## src/rtl/uart_midi_tx.sv

```systemverilog
// uart_midi_tx
//   Serial MIDI transmitter. One packed MIDI event is taken per valid/ready
//   handshake. Its 1, 2 or 3 bytes are sent as back-to-back 8N1 UART frames,
//   LSB first. The status byte sets the byte count. Running status can
//   optionally drop a repeated channel-voice status byte.
//
//   Ports
//     clk_in         system clock
//     rst_in         asynchronous reset, active low
//     valid_in       midi_event_in valid; transfer when valid_in && ready_out
//     midi_event_in  [23:16] status, [15:8] data1, [7:0] data2
//     ready_out      high only while idle
//     tx_out         registered UART line, idle high
//     busy_out       high while a frame is on the line
//     done_out       one-cycle pulse when the event's last stop bit ends
module uart_midi_tx #(
    parameter int BAUD_CYCLES    = 3147,
    parameter bit RUNNING_STATUS = 1'b1
) (
    input  logic        clk_in,
    input  logic        rst_in,
    input  logic        valid_in,
    input  logic [23:0] midi_event_in,
    output logic        ready_out,
    output logic        tx_out,
    output logic        busy_out,
    output logic        done_out
);

    localparam int               CNT_W    = (BAUD_CYCLES > 1) ? $clog2(BAUD_CYCLES) : 1;
    localparam logic [CNT_W-1:0] CNT_LAST = CNT_W'(BAUD_CYCLES - 1);

    typedef enum logic [1:0] {S_IDLE, S_START, S_DATA, S_STOP} state_t;

    state_t           r_state, w_state_nxt;
    logic [CNT_W-1:0] r_baud_cnt, w_baud_cnt_nxt;
    logic [2:0]       r_bit_idx, w_bit_idx_nxt;
    logic [1:0]       r_left, w_left_nxt;
    logic             r_tx, w_tx_nxt;
    logic             r_done, w_done_nxt;
    logic [7:0]       r_last_status, w_last_status_nxt;
    logic             r_last_vld, w_last_vld_nxt;
    logic [7:0]       r_cur, w_cur_nxt;
    logic [7:0]       r_nxt1, w_nxt1_nxt;
    logic [7:0]       r_nxt2, w_nxt2_nxt;

    logic [7:0]       w_status;
    logic [1:0]       w_len;
    logic             w_is_chan;
    logic             w_skip;

    // Byte count implied by a status byte; 0 marks an invalid event.
    function automatic logic [1:0] f_event_len(input logic [7:0] s);
        if (!s[7])
            return 2'd0;
        else if (s[7:4] != 4'hF)
            return (s[6:5] == 2'b10) ? 2'd2 : 2'd3;   // 0xC0-0xDF carry one data byte
        else begin
            case (s[3:0])
                4'h1, 4'h3: return 2'd2;
                4'h2:       return 2'd3;
                default:    return 2'd1;
            endcase
        end
    endfunction

    assign w_status  = midi_event_in[23:16];
    assign w_len     = f_event_len(w_status);
    assign w_is_chan = w_status[7] && (w_status[7:4] != 4'hF);
    assign w_skip    = RUNNING_STATUS && w_is_chan && r_last_vld && (w_status == r_last_status);

    always_comb begin
        w_state_nxt       = r_state;
        w_baud_cnt_nxt    = r_baud_cnt;
        w_bit_idx_nxt     = r_bit_idx;
        w_left_nxt        = r_left;
        w_tx_nxt          = r_tx;
        w_done_nxt        = 1'b0;
        w_last_status_nxt = r_last_status;
        w_last_vld_nxt    = r_last_vld;
        w_cur_nxt         = r_cur;
        w_nxt1_nxt        = r_nxt1;
        w_nxt2_nxt        = r_nxt2;

        case (r_state)
            S_IDLE: begin
                w_tx_nxt = 1'b1;
                // Invalid events complete the handshake but are simply dropped.
                if (valid_in && (w_len != 2'd0)) begin
                    w_state_nxt    = S_START;
                    w_baud_cnt_nxt = '0;
                    w_tx_nxt       = 1'b0;
                    if (w_skip) begin
                        w_cur_nxt  = midi_event_in[15:8];
                        w_nxt1_nxt = midi_event_in[7:0];
                        w_left_nxt = w_len - 2'd2;
                    end else begin
                        w_cur_nxt  = w_status;
                        w_nxt1_nxt = midi_event_in[15:8];
                        w_nxt2_nxt = midi_event_in[7:0];
                        w_left_nxt = w_len - 2'd1;
                    end
                    // Channel voice arms running status, system common clears it,
                    // real-time (0xF8-0xFF) leaves it alone.
                    if (w_is_chan) begin
                        w_last_status_nxt = w_status;
                        w_last_vld_nxt    = 1'b1;
                    end else if (!w_status[3]) begin
                        w_last_status_nxt = 8'h00;
                        w_last_vld_nxt    = 1'b0;
                    end
                end
            end
            S_START: begin
                if (r_baud_cnt == CNT_LAST) begin
                    w_state_nxt    = S_DATA;
                    w_baud_cnt_nxt = '0;
                    w_bit_idx_nxt  = 3'd0;
                    w_tx_nxt       = r_cur[0];
                end else begin
                    w_baud_cnt_nxt = r_baud_cnt + 1'b1;
                end
            end
            S_DATA: begin
                if (r_baud_cnt == CNT_LAST) begin
                    w_baud_cnt_nxt = '0;
                    if (r_bit_idx == 3'd7) begin
                        w_state_nxt = S_STOP;
                        w_tx_nxt    = 1'b1;
                    end else begin
                        w_bit_idx_nxt = r_bit_idx + 3'd1;
                        w_tx_nxt      = r_cur[r_bit_idx + 3'd1];
                    end
                end else begin
                    w_baud_cnt_nxt = r_baud_cnt + 1'b1;
                end
            end
            S_STOP: begin
                if (r_baud_cnt == CNT_LAST) begin
                    w_baud_cnt_nxt = '0;
                    if (r_left != 2'd0) begin
                        // Next byte starts right after the stop bit, no idle gap.
                        w_state_nxt = S_START;
                        w_tx_nxt    = 1'b0;
                        w_cur_nxt   = r_nxt1;
                        w_nxt1_nxt  = r_nxt2;
                        w_left_nxt  = r_left - 2'd1;
                    end else begin
                        w_state_nxt = S_IDLE;
                        w_tx_nxt    = 1'b1;
                        w_done_nxt  = 1'b1;
                    end
                end else begin
                    w_baud_cnt_nxt = r_baud_cnt + 1'b1;
                end
            end
            default: begin
                w_state_nxt = S_IDLE;
                w_tx_nxt    = 1'b1;
            end
        endcase
    end

    always_ff @(posedge clk_in or negedge rst_in) begin
        if (!rst_in) begin
            r_state       <= S_IDLE;
            r_baud_cnt    <= '0;
            r_bit_idx     <= 3'd0;
            r_left        <= 2'd0;
            r_tx          <= 1'b1;
            r_done        <= 1'b0;
            r_last_status <= 8'h00;
            r_last_vld    <= 1'b0;
        end else begin
            r_state       <= w_state_nxt;
            r_baud_cnt    <= w_baud_cnt_nxt;
            r_bit_idx     <= w_bit_idx_nxt;
            r_left        <= w_left_nxt;
            r_tx          <= w_tx_nxt;
            r_done        <= w_done_nxt;
            r_last_status <= w_last_status_nxt;
            r_last_vld    <= w_last_vld_nxt;
        end
    end

    // Byte holding registers carry no reset; they are always loaded before use.
    always_ff @(posedge clk_in) begin
        r_cur  <= w_cur_nxt;
        r_nxt1 <= w_nxt1_nxt;
        r_nxt2 <= w_nxt2_nxt;
    end

    assign ready_out = (r_state == S_IDLE);
    assign busy_out  = (r_state != S_IDLE);
    assign tx_out    = r_tx;
    assign done_out  = r_done;

endmodule

```

## config.mk

```make
export PLATFORM = sky130hd
export DESIGN_NAME = uart_midi_tx
export DESIGN_NICKNAME = d
export VERILOG_FILES = /design/src/rtl/uart_midi_tx.sv
export SDC_FILE = /design/constraint.sdc
export NUM_CORES = 1
export LEC_CHECK = 0
export ABC_CLOCK_PERIOD_IN_PS = 6410
export BUFFER_PORTS_ARGS = -buffer_cell sky130_fd_sc_hd__buf_2
export CORE_UTILIZATION = 62
export CTS_CLUSTER_DIAMETER = 200
export DETAILED_ROUTE_END_ITERATION = 8
export HOLD_SLACK_MARGIN = 0.03
export MAX_ROUTING_LAYER = met4
export PLACE_DENSITY_LB_ADDON = 0.3
export SYNTH_ARGS = -nofsm -noshare
export SYNTH_HDL_FRONTEND = slang
export SYNTH_SLANG_ARGS = --single-unit
```

## constraint.sdc

```tcl
create_clock -name clk_in -period 6.41 [get_ports clk_in]
set_clock_uncertainty 0.2 [all_clocks]
set_input_delay 1.282 -clock clk_in [delete_from_list [all_inputs] [get_ports clk_in]]
set_output_delay 1.282 -clock clk_in [all_outputs]
set_load 0.05 [all_outputs]
```

* Word level (Yosys, flattened, before mapping)
Cells that the tools add are included.
** Word-level totals
- Input port bits :: 27
- Bits in registers :: 54
- Word-level logic and storage cells :: 103
- Output and inout port bits :: 4
** Operators by class
- $add $sub $neg :: 5
- Equal/unequal tests :: 19
- Reductions and logical operators :: 18
- Bitwise logic cells :: 1
- Mux-type cells :: 48
- $lt $le $gt $ge :: 1
** Operators with widths (count)
- two-way mux 8 bit :: 10
- one-hot mux 8 bit (2 select lines) :: 2
- two-way mux 12 bit :: 2
- one-hot mux 12 bit (2 select lines) :: 1
- two-way mux 2 bit :: 11
- two-way mux 1 bit :: 13
- adder 12 x 1 -> 12 bit, second input constant :: 1
- equality test 12 bit, second input constant :: 1
- inequality test 2 bit, second input constant :: 6
- nonzero test 2 bit :: 5
- two-way mux 3 bit :: 3
- AND reduction 3 bit :: 3
- equality test 4 x 2 -> 1 bit, second input constant :: 2
- equality test 8 bit :: 1
- one-hot mux 2 bit (2 select lines) :: 2
- one-hot mux 2 bit (4 select lines) :: 1
- AND reduction 4 bit :: 2
- equality test 2 bit, second input constant :: 3
- one-hot mux 3 bit (2 select lines) :: 1
- AND reduction 5 bit :: 1
- equality test 4 x 1 -> 1 bit, second input constant :: 1
- logical AND 1 bit :: 4
- < comparator 3 x 4 -> 1 bit, second input constant :: 1
- inequality test 2 x 1 -> 1 bit, second input constant :: 2
- other kinds (12) :: 13

* Logic depth before layout (Yosys ltp)
- Depth in word-level cells :: 9
- Mapped depth :: 10
- Gate-level depth less buffers :: 9

* Least setup slack after synthesis
No wires, ideal clock.
- Path kind :: input port to flip-flop
- Start point :: in midi_event_in[19]
- End point :: reg r_cur[0] (enable)
- Setup slack :: 2996 ps
- Buffers on the path :: 2
- Required time :: 5866 ps
- Data arrival time :: 2871 ps
- Library setup time :: 344 ps
- Stages :: 9
- Cells stage by stage :: buf_2 > o31a_1 > o21ai_0 > ha_1 > nand2b_1 > or2_2 > clkbuf_1 > nor2_1 > a31o_2
** Between the ends
- Longest elaborated chain between the ends :: 9
- Elaborated cells on any way between the ends :: 11
- Those cells by class :: eq/ne: 4; mux: 3; reduce/logical: 4
** Ends and longest elaborated chain
- start, declared :: RTL line 23 : input logic [23:0] midi_event_in,
- equality test 4 x 1 -> 1 bit / equality test 4 x 2 -> 1 bit (equally long branches) :: RTL line 59 : case (s[3:0])
- OR reduction 2 bit :: RTL line 59
- one-hot mux 2 bit (2 select lines) * :: RTL line 59
- two-way mux 2 bit * :: RTL line 56 : else if (s[7:4] != 4'hF)
- two-way mux 2 bit * :: RTL line 54 : if (!s[7])
- nonzero test 2 bit * :: RTL line 89 : if (valid_in && (w_len != 2'd0)) begin
- logical AND 1 bit * :: RTL line 89
- inequality test 2 x 1 -> 1 bit (no source line) *
- AND reduction 4 bit (no source line) *
- end signal, assigned :: RTL line 188 : r_cur <= w_cur_nxt;
- end, declared :: RTL line 43 : logic [7:0] r_cur, w_cur_nxt;
Every way passes the cells marked *; elsewhere a longest branch is shown, timed or not.
A chain may end at the register's enable or synchronous reset.

* Worst setup path after layout
- Start point :: in midi_event_in[22]
- End point :: reg r_cur[1], data pin
** Between the ends
- Longest elaborated chain between the ends :: 7
- Elaborated cells on any way between the ends :: 8
- Those cells by class :: eq/ne: 2; mux: 3; reduce/logical: 3
** Ends and longest elaborated chain
- inequality test 4 bit :: RTL line 69 : assign w_is_chan = w_status[7] && (w_status[7:4] != 4'hF);
- logical AND 1 bit :: RTL line 69
- logical AND 1 bit :: RTL line 70 : assign w_skip = RUNNING_STATUS && w_is_chan && r_last_vld && (w_status == r_last_status);
- logical AND 1 bit * :: RTL line 70
- two-way mux 8 bit * :: RTL line 93 : if (w_skip) begin
- two-way mux 8 bit * :: RTL line 89
- one-hot mux 8 bit (2 select lines) * :: RTL line 85 : case (r_state)
- via w_cur_nxt[1] :: RTL line 43
Mark *: on every way through the listed nets, which the timed path passes. The rest lies on a longest branch. The select of a mux whose other input is x is not followed.

==> impl_metrics.yaml <==
final_layout:
  nets: 343
  area_delta_synth_final_pct: 8.78
  fillerInstances: 337
  final_layout_size_suffix_gt1_frac: 0.156
  diodes: 0
  fin_area_um2: 3130
  utilization: 0.709
  stdcell_count: 359
  layout_common_cells: "nand2_1 (47), o21ai_0 (47), buf_2 (30)"
place:
  placed_cells: 351
  place_ws_ns: 2.81
  placed_cell_area_um2: 3050
  place_congestion: 0.847
  port-buffer-count: 30
  hpwl_um: 3990
yosys:
  synth.yosys.warnings: 0
  synth_top_area_cell: "dfrtp_1"
  yosysSeqAreaShare: 0.512
  synthCells: 279
  synth.distinct_cells: 42
  synth_area_leaders: "dfrtp_1 (25%), edfxtp_1 (25%), o21ai_0 (8.2%)"
  syn_area_um2: 2880
  synth_nets: 316
  avgSynthCellArea_um2: 10.3
  synth_seq_cells: 54
  synth_top_area_frac: 0.252
  synth_edf_count: 24
  synthArstFlopShare: 0.556
  synth-main-ff-cell: "dfrtp_1"
clock_tree:
  cts_hold_repair.buffers: 0
  clockBufferDepth: 2
  cts_max_level: 2
  tritoncts: "yes"
  clk_latency_ns: 0.31
  cts_buffers: 5
  clkSlewWorstSetupHoldPaths_ns: 0.09
  cts_num_sinks: 54
  postCtsSetupBuffers: 0
  root_buffer: "clkbuf_8"
  cts-resized-gates: 0
power_and_ir_drop:
  switching_share: 0.222
  peakVddDrop_uv: 127
  switching_power_mw: 0.130
  power_density_nw_per_um2: 187
  p_clk_frac: 0.313
  intPower_mw: 0.454
  power_mw: 0.584
  pwr-share-seq: 0.626
  p_leak_nw: 1.35
  combPwrFrac: 0.060
timing:
  whs_ns: 0.320
  grt_setup_unrepaired: "no"
  hold_viol: 0
  max_freq_mhz: 305
  fin_tns_setup_ns: 0
  slew_headroom: 0.359
  period_share: 0.512
  drv_slew: 0
  period_needed_ns: 3.28
  worst_slack_ns: 3.13
  setup_viol: 0
  worstMarginPinSlew_ns: 0.962
critical_path:
  max_stage_delay_ns: 0.99
  critPathMaxFanout: 19
  arrival_ns: 3.13
  cp_cell_sequence: "buf_2 > nand3_1 > nand2_1 > or4_1 > mux2i_1 > o21ai_0"
  required_ns: 6.26
  end_kind: "flip-flop"
  crit_path_start_kind: "primary input"
  path_delay_family: "simple AND/OR/NAND/NOR gates"
  cpMaxStageDelayCell: "or4_1"
  path_class: "primary input to flip-flop"
  critical_path_buf_inv_count: 1
run_status:
  status: "finished, final reports clean"
grt:
  busiest_layer: "met2"
  grt_pass1_vias: 2088
  overflow: 0
  grt_pass1_wl_um: 9600
  met1_usage: 0.329
  gr-usage-met2: 0.402
  grt_use_met3: 0.0519
  antenna_found_initial: 0
  grt_max_degree: 44
  grt_usage: 0.256
route:
  post-route-drc-count: 0
  wl_um: 5560
  ant_nets: 0
  vias: 2169
  viasPerCell: 6.04
  drt_iter0_markers: 184
  first_pass_iters: 6
  wire_per_inst_um: 15.5
min_path:
  hp-class: "flip-flop to flip-flop"
floorplan:
  core_um2: 4410
  ios: 31
  initial_core_util: 0.652
  die_area_um2: 4920
  chipHeight_um: 70.1
  num_rows: 24
  die_w_um: 70.1
run:
  drv_cap: 0
-- registers in the layout (all words and copies together), names as in the netlist --
signal / cells
r_baud_cnt: 12
r_cur: 8
r_last_status: 8
r_nxt1: 8
r_nxt2: 8
r_bit_idx: 3
r_left: 2
r_state: 2
done_out: 1
r_last_vld: 1
tx_out: 1
-- cell type report --
type,instances,area (um2),area share
sequential,54,1470,0.470
timing repair buffer,31,158,0.0504
tap,52,65.1,0.0208
clock inverter,3,16.3,0.00520
clock buffer,5,68.8,0.0220
multi-input combinational,205,1320,0.420
inverter,9,33.8,0.0108
-- power by group through the flow --
stage	clock (mW)	combinational, mW	sequential, mW
after floorplan	0	0.0159	0.373
after global routing	0.196	0.0397	0.366
after CTS	0.187	0.0352	0.366
after global placement	0	0.0341	0.373
final	0.183	0.0351	0.366
after detailed placement	0	0.0350	0.373
-- cell families after synthesis --
family                     share of synthesized area
AOI/OAI and AO/OA                              0.154
xor gates and xnor gates                      0.0304
muxes                                         0.0743
DFF                                            0.512
and+or+nand+nor                                0.155
adders and majority gates                     0.0435
buffers and inverters                         0.0309
-- synth_stat cells (2+ instances only) --
master and instances:
nand2_1 47, o21ai_0 47, dfrtp_1 29, edfxtp_1 24
mux2i_1 18, nor2_1 13, a22o_1 10, ha_1 10
inv_1 9, xnor2_1 8, clkbuf_1 7, nand3_1 6
a21oi_1 4, and2_1 4, nand4_1 4, and3_1 3
nor3_1 3, o31ai_1 3, a31oi_1 2, buf_2 2
nand2b_1 2, o22a_1 2, or4b_4 2, xor2_1 2
-- worst reg2reg max path, cell delays in order, from the launching register on --
cell,delay (ns)
dfrtp_1,0.40
xnor2_1,0.16
nand3_1,0.08
or4_1,0.95
mux2i_1,0.40
o21ai_0,0.12
-- per-layer routing --
layer,part of all wire,vias to the layer above
met3,0.055,8
li1,-,1061
met1,0.44,1016
met2,0.49,84
met4,0.016,0
met5,0,-
-- path summary, 6_finish.rpt --
check	start	to	slack (ns)	depth (start not counted)
worst max-delay path	midi_event_in[22]	r_cur[1]	3.13	6
worst min-delay path	r_last_vld	r_last_vld	0.32	2
worst max register to register	r_last_status[1]	r_cur[1]	3.83	5
worst min register to register	r_last_vld	r_last_vld	0.32	2
max in group asynchronous	rst_in	r_baud_cnt[10]	4.77	1
min in group asynchronous	rst_in	r_bit_idx[2]	0.80	1
Power figures use the tool's default switching activity.
